**config.mk**
```make
export PLATFORM = sky130hd
export DESIGN_NAME = alu_arbiter
export DESIGN_NICKNAME = d
export VERILOG_FILES = /design/src/rtl/alu_arbiter.sv
export SDC_FILE = /design/constraint.sdc
export NUM_CORES = 1
export LEC_CHECK = 0
export ABC_AREA = 0
export CAP_MARGIN = 40
export CORE_AREA = 2 2 176 178
export DETAILED_ROUTE_END_ITERATION = 7
export DIE_AREA = 0 0 178 180
export GPL_ROUTABILITY_DRIVEN = 0
export PLACE_DENSITY = 0.66
export SLEW_MARGIN = 15
export SYNTH_ARGS = -nofsm -noshare
export SYNTH_HDL_FRONTEND = slang
export SYNTH_SLANG_ARGS = --single-unit
```
**constraint.sdc**
```tcl
create_clock -name CLK -period 5.92 [get_ports CLK]
set_clock_uncertainty 0.15 [all_clocks]
set_input_delay 1.184 -clock CLK [delete_from_list [all_inputs] [get_ports CLK]]
set_output_delay 1.184 -clock CLK [all_outputs]
set_load 0.02 [all_outputs]
```
**src/rtl/alu_arbiter.sv**
```systemverilog
// Round-robin arbiter sharing one single-issue ALU between NREQ requesters.
// Optional macro ALU_ARB_PRIO0_EN gives requester 0 strict priority over the round-robin.
module alu_arbiter #(
  parameter int unsigned NREQ    = 4,
  parameter int unsigned OPW     = 5,
  parameter int unsigned TAGW    = 4,
  parameter int unsigned TMO_CYC = 16
) (
  input  logic                   CLK,
  input  logic                   RST_N,
  input  logic [NREQ-1:0]        req_valid,
  output logic [NREQ-1:0]        req_ready,
  input  logic [NREQ*OPW-1:0]    req_opcode,
  input  logic [NREQ*32-1:0]     req_src1,
  input  logic [NREQ*32-1:0]     req_src2,
  input  logic [NREQ*TAGW-1:0]   req_tag,
  output logic [OPW-1:0]         alu_opcode,
  output logic [31:0]            alu_src1,
  output logic [31:0]            alu_src2,
  input  logic [31:0]            alu_result,
  input  logic                   alu_busy,
  input  logic                   alu_done,
  output logic [NREQ-1:0]        rsp_valid,
  input  logic [NREQ-1:0]        rsp_ready,
  output logic [31:0]            rsp_result,
  output logic [TAGW-1:0]        rsp_tag,
  output logic                   rsp_err
);

  localparam int unsigned IW = (NREQ > 1) ? $clog2(NREQ) : 1;
  localparam int unsigned TW = $clog2(TMO_CYC + 1);
  localparam int unsigned DW = 32;

  typedef enum logic [1:0] {
    S_IDLE  = 2'd0,
    S_ISSUE = 2'd1,
    S_WAIT  = 2'd2,
    S_RESP  = 2'd3
  } state_t;

  state_t          state_q, state_d;
  logic [IW-1:0]   rr_ptr_q, rr_ptr_d;
  logic [IW-1:0]   grant_q, grant_d;
  logic [TW-1:0]   tmo_cnt_q, tmo_cnt_d;
  logic [TAGW-1:0] tag_q, tag_d;

  logic [OPW-1:0]  alu_opcode_d;
  logic [DW-1:0]   alu_src1_d, alu_src2_d;
  logic [NREQ-1:0] rsp_valid_d;
  logic [DW-1:0]   rsp_result_d;
  logic [TAGW-1:0] rsp_tag_d;
  logic            rsp_err_d;

  logic            win_found;
  logic [IW-1:0]   win_idx;
  logic [IW-1:0]   win_next;
  logic [OPW-1:0]  sel_opcode;
  logic [DW-1:0]   sel_src1, sel_src2;
  logic [TAGW-1:0] sel_tag;

  // Winner search: first valid requester at or after rr_ptr, wrapping.
  always_comb begin
    win_found = 1'b0;
    win_idx   = '0;
`ifdef ALU_ARB_PRIO0_EN
    if (req_valid[0]) begin
      win_found = 1'b1;
      win_idx   = '0;
    end
`endif
    for (int unsigned k = 0; k < NREQ; k++) begin
      int unsigned idx;
      idx = 32'(rr_ptr_q) + k;
      if (idx >= NREQ) idx = idx - NREQ;
      if (!win_found && req_valid[IW'(idx)]) begin
        win_found = 1'b1;
        win_idx   = IW'(idx);
      end
    end
  end

  always_comb begin
    if (win_idx == IW'(NREQ - 1)) win_next = '0;
    else                          win_next = win_idx + IW'(1);
  end

  // Payload mux for the current winner.
  always_comb begin
    sel_opcode = '0;
    sel_src1   = '0;
    sel_src2   = '0;
    sel_tag    = '0;
    for (int unsigned k = 0; k < NREQ; k++) begin
      if (IW'(k) == win_idx) begin
        sel_opcode = req_opcode[k*OPW +: OPW];
        sel_src1   = req_src1[k*DW +: DW];
        sel_src2   = req_src2[k*DW +: DW];
        sel_tag    = req_tag[k*TAGW +: TAGW];
      end
    end
  end

  // Grant is only offered in IDLE and never while reset is asserted.
  always_comb begin
    req_ready = '0;
    if (RST_N && (state_q == S_IDLE) && win_found) req_ready[win_idx] = 1'b1;
  end

  always_comb begin
    state_d      = state_q;
    rr_ptr_d     = rr_ptr_q;
    grant_d      = grant_q;
    tmo_cnt_d    = tmo_cnt_q;
    tag_d        = tag_q;
    alu_opcode_d = alu_opcode;
    alu_src1_d   = alu_src1;
    alu_src2_d   = alu_src2;
    rsp_valid_d  = rsp_valid;
    rsp_result_d = rsp_result;
    rsp_tag_d    = rsp_tag;
    rsp_err_d    = rsp_err;

    unique case (state_q)
      S_IDLE: begin
        if (win_found) begin
          state_d      = S_ISSUE;
          grant_d      = win_idx;
          tag_d        = sel_tag;
          alu_opcode_d = sel_opcode;
          alu_src1_d   = sel_src1;
          alu_src2_d   = sel_src2;
          tmo_cnt_d    = '0;
`ifdef ALU_ARB_PRIO0_EN
          if (win_idx != '0) rr_ptr_d = win_next;
`else
          rr_ptr_d = win_next;
`endif
        end
      end

      S_ISSUE: state_d = S_WAIT;

      S_WAIT: begin
        if (alu_busy) begin
          if (tmo_cnt_q == TW'(TMO_CYC - 1)) begin
            state_d      = S_RESP;
            rsp_valid_d  = NREQ'(1) << grant_q;
            rsp_result_d = '0;
            rsp_tag_d    = tag_q;
            rsp_err_d    = 1'b1;
          end else begin
            tmo_cnt_d = tmo_cnt_q + TW'(1);
          end
        end else begin
          state_d      = S_RESP;
          rsp_valid_d  = NREQ'(1) << grant_q;
          rsp_result_d = alu_done ? alu_result : '0;
          rsp_tag_d    = tag_q;
          rsp_err_d    = ~alu_done;
        end
      end

      S_RESP: begin
        if (rsp_ready[grant_q]) begin
          state_d     = S_IDLE;
          rsp_valid_d = '0;
        end
      end

      default: state_d = S_IDLE;
    endcase
  end

  always_ff @(posedge CLK) begin
    if (!RST_N) begin
      state_q    <= S_IDLE;
      rr_ptr_q   <= '0;
      grant_q    <= '0;
      tmo_cnt_q  <= '0;
      tag_q      <= '0;
      alu_opcode <= '0;
      alu_src1   <= '0;
      alu_src2   <= '0;
      rsp_valid  <= '0;
      rsp_result <= '0;
      rsp_tag    <= '0;
      rsp_err    <= 1'b0;
    end else begin
      state_q    <= state_d;
      rr_ptr_q   <= rr_ptr_d;
      grant_q    <= grant_d;
      tmo_cnt_q  <= tmo_cnt_d;
      tag_q      <= tag_d;
      alu_opcode <= alu_opcode_d;
      alu_src1   <= alu_src1_d;
      alu_src2   <= alu_src2_d;
      rsp_valid  <= rsp_valid_d;
      rsp_result <= rsp_result_d;
      rsp_tag    <= rsp_tag_d;
      rsp_err    <= rsp_err_d;
    end
  end

endmodule

```
==> impl_metrics.py <==
metrics = {
    "clock_tree": {
        "clkLatencyLatePin_ns": 0.42,
        "cts_sinks": 125,
        "cts_resized": 0,
        "clk_pin_slew_ns": 0.07,
        "cts_made_buffers": 17,
        "root_buffer": "clkbuf_16",
        "cts_buffer_depth": 2,
        "cts_htree_levels": 4,
        "holdBufCountCts": 0,
        "post-cts-setup-buffers": 0,
        "tritoncts": "yes",
    },
    "global_routing": {
        "grt_pass1_vias": 8159,
        "busiest_layer": "met2",
        "overflow": 0,
        "grtUsageMet3": 0.0592,
        "grt_use_met2": 0.312,
        "met1_usage": 0.210,
        "antenna_found_initial": 5,
        "grt_pass1_wl_um": 45800,
        "track_usage": 0.185,
        "grt_max_degree": 84,
    },
    "cells_and_area": {
        "nets": 1573,
        "instances_no_fill": 1642,
        "area_delta_synth_final_pct": 80.4,
        "drive_above_1_share": 0.0757,
    },
    "sta": {
        "fmax_mhz": 206,
        "finalHoldViolations": 0,
        "fin_crit_sh": 0.818,
        "fin_crit_ns": 4.84,
        "slew_headroom": 0.505,
        "grt_setup_unrepaired": "no",
        "slew_violations": 0,
        "setup_violations": 0,
        "fin_setup_tns_ns": 0,
        "tightest_slew_ns": 0.743,
    },
    "run": {
        "cap_viol_max_count": 0,
    },
    "routing": {
        "via_per_inst": 4.98,
        "first_pass_iters": 4,
        "vias": 8174,
        "ant_nets": 0,
        "drtIter0Drc": 385,
        "wl_per_cell_um": 19.0,
        "drc_errors": 0,
        "finalWirelength_um": 31200,
    },
    "power": {
        "peakVddDrop_v": 0.000208,
        "p_leak_uw": 0.00467,
        "power.density_nw_per_um2": 452,
        "power.total_uw": 5540,
    },
    "die": {
        "die_h_um": 180,
        "die_w_um": 178,
        "initial_core_util": 0.225,
        "io_pins": 450,
        "dieArea_um2": 32000,
        "core_area_um2": 30200,
        "num_rows": 64,
    },
    "yosys": {
        "yosysUniqueCellTypes": 45,
        "syn_area_um2": 6800,
        "synth_ff_type": "dfxtp_1",
        "yosys_warnings": 0,
        "synthArstFlopShare": 0,
        "synth_cells": 833,
        "yosysSeqAreaShare": 0.368,
        "synth_nets": 1178,
        "synth-edff-count": 0,
        "syn_area_per_cell_um2": 8.17,
        "ys_ff_latch": 125,
    },
    "critical_path": {
        "arrival_ns": 3.51,
        "start_kind": "input port",
        "end_kind": "primary output",
        "worst-path-buf-inv": 3,
        "slowest_delay_ns": 0.60,
        "path_max_fanout": 26,
        "crit_path_top_delay_cell": "clkdlybuf4s50_1",
        "cp.required_ns": 4.59,
        "crit_chain": "clkdlybuf4s50_1 -> a21oi_1 -> o21a_1 -> o22ai_1 -> inv_1 -> ha_4 -> and3_1 -> clkdlybuf4s50_1",
        "crit_family": "buffers and inverters",
        "worstSetupPathType": "in2out",
        "cpMostUsedCell": "clkdlybuf4s50_1",
    },
    "run_status": {
        "status": "complete, no violations",
    },
    "placement": {
        "place_inst": 1604,
        "place_hpwl_um": 22200,
        "port_buffers": 449,
    },
    "hold_path": {
        "hp-class": "reg2reg",
    },
}
[metrics by stage]
step	utilization	instance area [µm²]	hold WS [ns]	setup WS [ns]
3_5_place_dp	0.385	11600	0.298	1.06
4_1_cts	0.405	12200	0.307	1.06
6_report	0.406	12300	0.305	1.08
5_1_grt	0.406	12300	0.339	0.945
2_1_floorplan	-	6800	0.279	1.85
3_3_place_gp	0.382	11500	0.294	1.08
[metal layers]
metal	routed length [µm]	vias up
met1	12600	3860
met2	14800	361
li1	-	3896
met4	1120	0
met5	0	-
met3	2700	57
[placed cells by master (no fill, tap or decap), types with 3 or more instances in the layout]
cell,n
a21oi_1,127
clkbuf_16,17
dfxtp_1,125
a22oi_1,32
o31ai_1,3
inv_6,6
a211o_1,73
nor2_1,37
nand3_1,4
buf_16,4
o21ai_0,75
a21oi_2,33
ha_1,6
diode_2,5
a221oi_1,74
o22ai_1,3
and3_1,6
mux2i_1,6
nand2_1,21
clkdlybuf4s50_1,448
inv_1,82
buf_4,12
inv_8,3
[final cells by class]
class                   instances  area [µm²]
well taps                     396         495
clock buffers                  18         429
diodes                          5        12.5
flip-flops and latches        125        2500
fillers                      3033       17900
multi-input cells             535        3620
clock inverters                14         170
inverters                      82         308
repair buffers                467        4730
[state kept, by name (all words and copies together), names as in the netlist]
name / count
rr_ptr_q: 2
tag_q: 4
rsp_tag: 4
rsp_err: 1
alu_src2: 32
tmo_cnt_q: 5
state_q: 2
alu_opcode: 5
rsp_result: 32
alu_src1: 32
grant_q: 2
rsp_valid: 4
[cells in the mapped netlist, types with 4 or more instances]
library cell,count,area (µm²)
a211o_1,73,639
a21oi_1,127,636
a21oi_2,33,289
a221oi_1,74,648
a22oi_1,32,240
and3_1,6,37.5
buf_1,9,33.8
buf_2,20,100
buf_6,4,45.0
clkbuf_1,55,206
dfxtp_1,125,2500
ha_1,9,113
inv_1,82,308
mux2i_1,6,60.1
nand2_1,21,78.8
nand3_1,4,20.0
nor2_1,37,139
o21ai_0,75,375
[worst min-delay path: cells and delay by family, from the launching register on]
family,cells,cell delay [ns]
flip-flops,1,0.31
AO/OA/AOI/OAI,1,0.05
AND/OR/NAND/NOR,1,0.05
[power breakdown]
| group | total, µW | switching (µW) | internal [µW] |
|---|---|---|---|
| clock network | 1110 | 469 | 638 |
| registers | 1290 | 158 | 1130 |
| logic | 3140 | 1740 | 1400 |
[path summary, 6_finish.rpt]
check / cells after the start / start / end / slack (ns)
min: 2 / tag_q[2]$_SDFFE_PN0P_ / rsp_tag[2]$_SDFFE_PN0P_ / 0.31
min reg2reg: 2 / tag_q[2]$_SDFFE_PN0P_ / rsp_tag[2]$_SDFFE_PN0P_ / 0.31
max reg2reg: 12 / rr_ptr_q[1]$_SDFFE_PN0P_ / alu_src2[25]$_SDFFE_PN0P_ / 2.64
max: 8 / req_valid[0] / req_ready[3] / 1.08
[kinds of logic after synthesis]
kind of cell,synth area share
buffers and inverters,0.106
adder cells (fa/ha/maj),0.0166
AO/OA/AOI/OAI,0.434
multiplexers,0.0121
flip-flops,0.368
AND/OR/NAND/NOR,0.0633
No activity file was read; power rests on OpenSTA's default activity.
